--- src/rtl/mc_ctrl.sv ---
// mc_ctrl: multi-cycle control unit driving the CPU datapath control inputs.
// Sequences FETCH/DECODE/EXE/MEM/WB, strobes pcWrite/irWrite on commit,
// waits on memReady in MEM, and counts retired instructions.
// Optional feature macro: ILLEGAL_TRAP_EN (trap unrecognised instructions into HALT).
// Outputs are decoded from registered state/opcode only (plus memReady for
// the sw commit), so an asynchronous reset clears the strobes immediately.
module mc_ctrl #(
   parameter int unsigned CNT_W = 32
) (
   input  logic             clk,
   input  logic             rst,
   input  logic [31:0]      instruction,
   input  logic             zero,
   input  logic             memReady,
   output logic [1:0]       regDst,
   output logic [1:0]       jump,
   output logic [1:0]       branch,
   output logic             memRead,
   output logic [1:0]       memToReg,
   output logic [2:0]       aluOp,
   output logic             memWrite,
   output logic             aluSrc,
   output logic             regWrite,
   output logic [1:0]       extType,
   output logic             pcWrite,
   output logic             irWrite,
   output logic [2:0]       state,
   output logic [CNT_W-1:0] instrCount
`ifdef ILLEGAL_TRAP_EN
   ,
   output logic             illegal
`endif
);

   localparam int unsigned OP_W    = 6;
   localparam int unsigned FUNCT_W = 6;

   typedef enum logic [2:0] {
      S_FETCH  = 3'd0,
      S_DECODE = 3'd1,
      S_EXE    = 3'd2,
      S_MEM    = 3'd3,
      S_WB     = 3'd4,
      S_HALT   = 3'd5
   } stateT;

   typedef enum logic [3:0] {
      C_ADDU, C_SUBU, C_JR, C_ORI, C_LUI, C_LW, C_SW, C_BEQ, C_J, C_JAL, C_ILL
   } instrClassT;

   stateT              curState;
   stateT              nextState;
   logic [OP_W-1:0]    opQ;
   logic [FUNCT_W-1:0] functQ;
   instrClassT         cls;

   logic [1:0] selRegDst;
   logic [1:0] selJump;
   logic [1:0] selBranch;
   logic [1:0] selMemToReg;
   logic [2:0] selAluOp;
   logic       selAluSrc;
   logic [1:0] selExtType;

   // The datapath uses the remaining instruction fields and the zero flag itself.
   logic unusedInputs;
   assign unusedInputs = ^{instruction[25:6], zero};

   assign state = curState;

`ifdef ILLEGAL_TRAP_EN
   assign illegal = (curState == S_HALT);
`endif

   // State register
   always_ff @(posedge clk or negedge rst) begin
      if (!rst) curState <= S_FETCH;
      else      curState <= nextState;
   end

   // Latch opcode/funct while fetching so decode is stable for the instruction
   always_ff @(posedge clk or negedge rst) begin
      if (!rst) begin
         opQ    <= '0;
         functQ <= '0;
      end else if (curState == S_FETCH) begin
         opQ    <= instruction[31:26];
         functQ <= instruction[5:0];
      end
   end

   // Retired-instruction counter, advances on every commit cycle
   always_ff @(posedge clk or negedge rst) begin
      if (!rst)         instrCount <= '0;
      else if (pcWrite) instrCount <= instrCount + CNT_W'(1);
   end

   // Classify the latched instruction
   always_comb begin
      cls = C_ILL;
      case (opQ)
         6'b000000: begin
            case (functQ)
               6'b100001: cls = C_ADDU;
               6'b100011: cls = C_SUBU;
               6'b001000: cls = C_JR;
               default:   cls = C_ILL;
            endcase
         end
         6'b001101: cls = C_ORI;
         6'b001111: cls = C_LUI;
         6'b100011: cls = C_LW;
         6'b101011: cls = C_SW;
         6'b000100: cls = C_BEQ;
         6'b000010: cls = C_J;
         6'b000011: cls = C_JAL;
         default:   cls = C_ILL;
      endcase
   end

   // Per-instruction datapath mux selects
   always_comb begin
      selRegDst   = 2'b00;
      selJump     = 2'b00;
      selBranch   = 2'b00;
      selMemToReg = 2'b00;
      selAluOp    = 3'b000;
      selAluSrc   = 1'b0;
      selExtType  = 2'b00;
      case (cls)
         C_ADDU: begin selRegDst = 2'b01; selMemToReg = 2'b01; selAluOp = 3'b000; end
         C_SUBU: begin selRegDst = 2'b01; selMemToReg = 2'b01; selAluOp = 3'b001; end
         C_ORI:  begin selMemToReg = 2'b01; selAluOp = 3'b010; selAluSrc = 1'b1; selExtType = 2'b00; end
         C_LUI:  begin selMemToReg = 2'b01; selAluOp = 3'b010; selAluSrc = 1'b1; selExtType = 2'b10; end
         C_LW:   begin selAluSrc = 1'b1; selExtType = 2'b01; selMemToReg = 2'b00; end
         C_SW:   begin selAluSrc = 1'b1; selExtType = 2'b01; end
         C_BEQ:  begin selAluOp = 3'b001; selBranch = 2'b01; selExtType = 2'b01; end
         C_J:    begin selJump = 2'b01; end
         C_JAL:  begin selJump = 2'b01; selRegDst = 2'b10; selMemToReg = 2'b10; end
         C_JR:   begin selJump = 2'b10; end
         default: ;
      endcase
   end

   // Next-state and control outputs
   always_comb begin
      nextState = curState;
      regDst    = 2'b00;
      jump      = 2'b00;
      branch    = 2'b00;
      memRead   = 1'b0;
      memToReg  = 2'b00;
      aluOp     = 3'b000;
      memWrite  = 1'b0;
      aluSrc    = 1'b0;
      regWrite  = 1'b0;
      extType   = 2'b00;
      pcWrite   = 1'b0;
      irWrite   = 1'b0;

      if (curState != S_FETCH && curState != S_HALT) begin
         regDst   = selRegDst;
         jump     = selJump;
         branch   = selBranch;
         memToReg = selMemToReg;
         aluOp    = selAluOp;
         aluSrc   = selAluSrc;
         extType  = selExtType;
      end

      case (curState)
         S_FETCH: begin
            irWrite   = 1'b1;
            nextState = S_DECODE;
         end
         S_DECODE: begin
            case (cls)
               C_J: begin
                  pcWrite   = 1'b1;
                  nextState = S_FETCH;
               end
               C_JAL: nextState = S_WB;
               C_ILL: begin
`ifdef ILLEGAL_TRAP_EN
                  nextState = S_HALT;
`else
                  pcWrite   = 1'b1;
                  nextState = S_FETCH;
`endif
               end
               default: nextState = S_EXE;
            endcase
         end
         S_EXE: begin
            case (cls)
               C_BEQ, C_JR: begin
                  pcWrite   = 1'b1;
                  nextState = S_FETCH;
               end
               C_LW, C_SW: nextState = S_MEM;
               default:    nextState = S_WB;
            endcase
         end
         S_MEM: begin
            if (cls == C_LW) begin
               memRead = 1'b1;
               if (memReady) nextState = S_WB;
            end else if (cls == C_SW) begin
               memWrite = 1'b1;
               if (memReady) begin
                  pcWrite   = 1'b1;
                  nextState = S_FETCH;
               end
            end else begin
               nextState = S_FETCH;
            end
         end
         S_WB: begin
            regWrite  = 1'b1;
            pcWrite   = 1'b1;
            nextState = S_FETCH;
         end
         S_HALT:  nextState = S_HALT;
         default: nextState = S_FETCH;
      endcase
   end

endmodule

--- config.mk ---
export PLATFORM = sky130hd
export DESIGN_NAME = mc_ctrl
export DESIGN_NICKNAME = d
export VERILOG_FILES = /design/src/rtl/mc_ctrl.sv
export SDC_FILE = /design/constraint.sdc
export NUM_CORES = 1
export LEC_CHECK = 0
export CELL_PAD_IN_SITES_DETAIL_PLACEMENT = 0
export CELL_PAD_IN_SITES_GLOBAL_PLACEMENT = 1
export CORE_MARGIN = 3
export CORE_UTILIZATION = 35
export DETAILED_ROUTE_END_ITERATION = 8
export PLACE_DENSITY_LB_ADDON = 0.1
export SYNTH_ARGS = -nofsm -noshare
export SYNTH_HDL_FRONTEND = slang
export SYNTH_SLANG_ARGS = --single-unit
--- constraint.sdc ---
create_clock -name clk -period 3.3 [get_ports clk]
set_input_delay 0.66 -clock clk [delete_from_list [all_inputs] [get_ports clk]]
set_output_delay 0.66 -clock clk [all_outputs]
set_load 0.005 [all_outputs]
==> summary.txt <==
Synthesis
  • Sequential-to-total area share from yosys stat: 43.32%
  • Asr flop ratio synth: 100.0%
  • Top-count cell post-synth: dfrtp_1
  • Mapped cell area: 0.002715 mm²
  • Commonest cells in the netlist: dfrtp_1 (47), xnor2_1 (32), nand2_1 (16)
  • Largest family of logic cells by synthesized area: simple AND/OR/NAND/NOR gates
  • Mux contribution to synthesized area: 4.286%
  • Yosys reg bits: 47
  • Ys flop type: dfrtp_1
  • Post-synth top area cell: dfrtp_1
  • Ys Warns: 0
  • Netlist cell types: 52
  • Synth top area share: 43.32%
  • Syn avg cell area: 10.32 µm²
  • Leading post-synthesis cells by cell area: dfrtp_1 (43%), xnor2_1 (10%), mux2_2 (3.7%), nand3_2 (2.9%), and4_1 (2.6%)
  • Post-synthesis compound-gate area fraction: 8.848%
  • EDFF count, synth: 0
  • Synth Area in Simple Gates: 26.64%
  • Post-Synthesis Cells: 263
  • Post-Synth XOR/XNOR Area: 10.97%
  • Post-Synth Adder-Cell Area: 0.4608%

Floorplanning
  • Initial core utilization: 36.84%
  • DIE WIDTH: 94.08 µm
  • Die Ht: 94.08 µm
  • Placeable Area: 0.007370 mm²
  • Die Area: 0.008850 mm²
  • FP Rows: 31
  • I/O pins: 90

Timing
  • Final hold vios: 0
  • Fin Setup TNS: 0 ns
  • Fmax: 308.5 MHz
  • Fin crit share: 98.22%
  • Rel. slew slack: 31.41%
  • Hold Slack: 0.3858 ns
  • Least-Margin Pin Slew: 1.025 ns
  • Final setup violation count: 0
  • RSZ-0062 raised after global routing: true
  • Minimum clock period: 3.241 ns
  • Clk_skew: 0.004613 ns
  • Slew Limit Fails: 0
  • Final worst slack: 0.05890 ns

Pwr
  • Comb power frac: 54.0%
  • Lkg Pwr: 1.481 nW
  • Sw Share: 40.60%
  • Clock group share of total power: 12.6%
  • Internal cell power: 1.527 mW
  • Register share of total power: 33.5%
  • Psw: 1.044 mW
  • PD cells: 702.7 mW/mm²
  • Max IR drop VDD: 326.8 µV

Place
  • Placed instance area: 0.003482 mm²
  • Setup WS pre-CTS: 0.1563 ns
  • Port Buffers: 66
  • HPWL Detailed: 4773 µm
  • Routability cong.: 0.7736

Status
  • Status: finished, final reports clean

Route
  • Iter 0 DRT Violations: 75
  • Via count: 2213
  • Via-per-instance ratio: 5.123
  • DR pass1 iterations: 4
  • Final WL: 6547 µm
  • Post-route ant nets: 0
  • WL/cell: 15.16 µm
  • DRC errors left: 0

Clock tree
  • TritonCTS clock tree: done
  • Clock-pin slew on the worst setup and hold paths: 0.08 ns
  • CTS root buf: clkbuf_8
  • CTS Sinks: 47
  • TritonCTS buffer count: 5
  • H-tree depth: 2
  • Clk_lat worst skew: 0.29 ns
  • Clock Path Buffers: 2

Setup path
  • Worst Path Max Fanout: 5
  • Ordered cell list for the critical path: or3_4 -> o211a_1 -> a311oi_4 -> and2_4 -> nand2_1 -> a21oi_1 -> clkdlybuf4s50_1
  • Critical Path AT: 2.58 ns
  • Startpoint Class: flip-flop
  • Worst Path Required: 2.64 ns
  • Crit Path Category: reg -> out
  • Crit. Startpoint: opQ[1]$_DFFE_PN0P_
  • WP buf/inv: 1
  • Reg2reg start: opQ[1]$_DFFE_PN0P_
  • Crit path largest cell delay: 0.52 ns
  • Critical path's top delay family: compound AO/OA/AOI/OAI gates
  • R2r setup slk: 0.69 ns
  • CP Capture Type: output pin
  • Critical Path Slowest Stage Cell: clkdlybuf4s50_1

Cells and area
  • ANT cells: 0
  • Seq. cell area: 0.001177 mm²
  • Area growth syn-to-layout: 34.75%
  • Finished Cell Area: 0.003659 mm²
  • Layout cells sized above 1: 19.52%
  • FILL cells: 711
  • Nets: 371
  • Multi-input logic area: 0.001485 mm²

Global route
  • Largest net degree at the start of global routing: 29
  • Remaining global-route overflow: 0
  • Vias in the first global route: 2208
  • First-pass GRT wire length: 10710 µm
  • Initial antenna violation count: 0
  • Total GRT Usage: 15.26%

Flow run
  • Max cap viols: 0

Hold path
  • HP Class: in -> async
[timing repair]
action,4_1_cts,5_1_grt
buffers inserted,2,0
endpoints found under the setup margin,9,9
gates resized for setup,11,14
hold buffers,0,0
hold endpoints to repair,0,0
pin swaps,3,1
[per-layer routing]
layer	global-route usage (%)	up-vias	routed length, µm
li1	-	1078	-
met3	3.045	6	313
met2	26.02	63	3194
met5	0	-	0
met1	19.59	1066	2972
met4	4.212	0	68
[power groups by stage]
stage | registers, mW | clock network (mW) | logic, mW
finish | 0.860 | 0.323 | 1.39
global route | 0.888 | 0.358 | 1.52
CTS | 0.857 | 0.337 | 1.35
detailed placement | 0.870 | 0 | 1.30
global placement | 0.869 | 0 | 1.30
floorplan | 0.807 | 0 | 0.906
[stage by stage]
step	utilization [%]	total power, mW	std cells
finish	49.64	2.571	432
floorplan	-	1.713	264
global route	49.64	2.766	432
detailed placement	47.25	2.172	424
CTS	48.86	2.547	432
global placement	47.25	2.169	424
[placed cells by master (no fill, tap or decap), types with 3 or more instances in the layout]
| cell | instances |
|---|---|
| a21oi_1 | 4 |
| and2_1 | 5 |
| and3_1 | 10 |
| and4_1 | 8 |
| buf_4 | 15 |
| clkbuf_8 | 5 |
| clkdlybuf4s50_1 | 60 |
| dfrtp_1 | 46 |
| dlygate4sd2_1 | 3 |
| inv_1 | 5 |
| mux2_2 | 9 |
| nand2_1 | 16 |
| nand2b_1 | 6 |
| nand3_1 | 14 |
| nand3_2 | 8 |
| nand4_1 | 8 |
| nand4b_1 | 3 |
| nor2_1 | 13 |
| nor3_1 | 4 |
| o21ai_0 | 5 |
| xnor2_1 | 32 |
[flip-flops by register name, summed over array words and instances, names as in the netlist]
signal	flops
functQ	6
state	3
instrCount	32
opQ	6
[cell type report]
type	instances	share of cell area, %
Clock buffer	6	1.984
Inverter	5	0.5130
Multi-Input combinational cell	193	40.59
Sequential cell	47	32.18
Tap cell	99	3.386
Timing Repair Buffer	82	21.34
[kinds of logic after synthesis]
kind of cell    Yosys count
fa+ha+maj                 1
mux                      10
buf+inv                  24
simple gates            117
xor+xnor                 34
other cells               1
compound gates           29
flops                    47
[path summary, 6_finish.rpt]
check	end	cells after the start
worst max-delay path	memToReg[0]	7
worst min-delay path	state[0]$_DFFE_PN0P_	1
worst max register to register	instrCount[8]$_DFFE_PN0P_	9
worst min register to register	instrCount[31]$_DFFE_PN0P_	1
max in group asynchronous	instrCount[0]$_DFFE_PN0P_	2
min in group clk	instrCount[31]$_DFFE_PN0P_	1
[worst register-to-register path, cell delays in order, from the launching register on]
cell and delay (ns):
dfrtp_2 0.44, buf_4 0.14, buf_4 0.13, and4_1 0.15, a211oi_2 0.36, a211o_2 0.25, and4_1 0.24, o2111a_2 0.48
nand4_1 0.17, xnor2_1 0.15
Note: power is estimated with default switching activity, not from simulation.
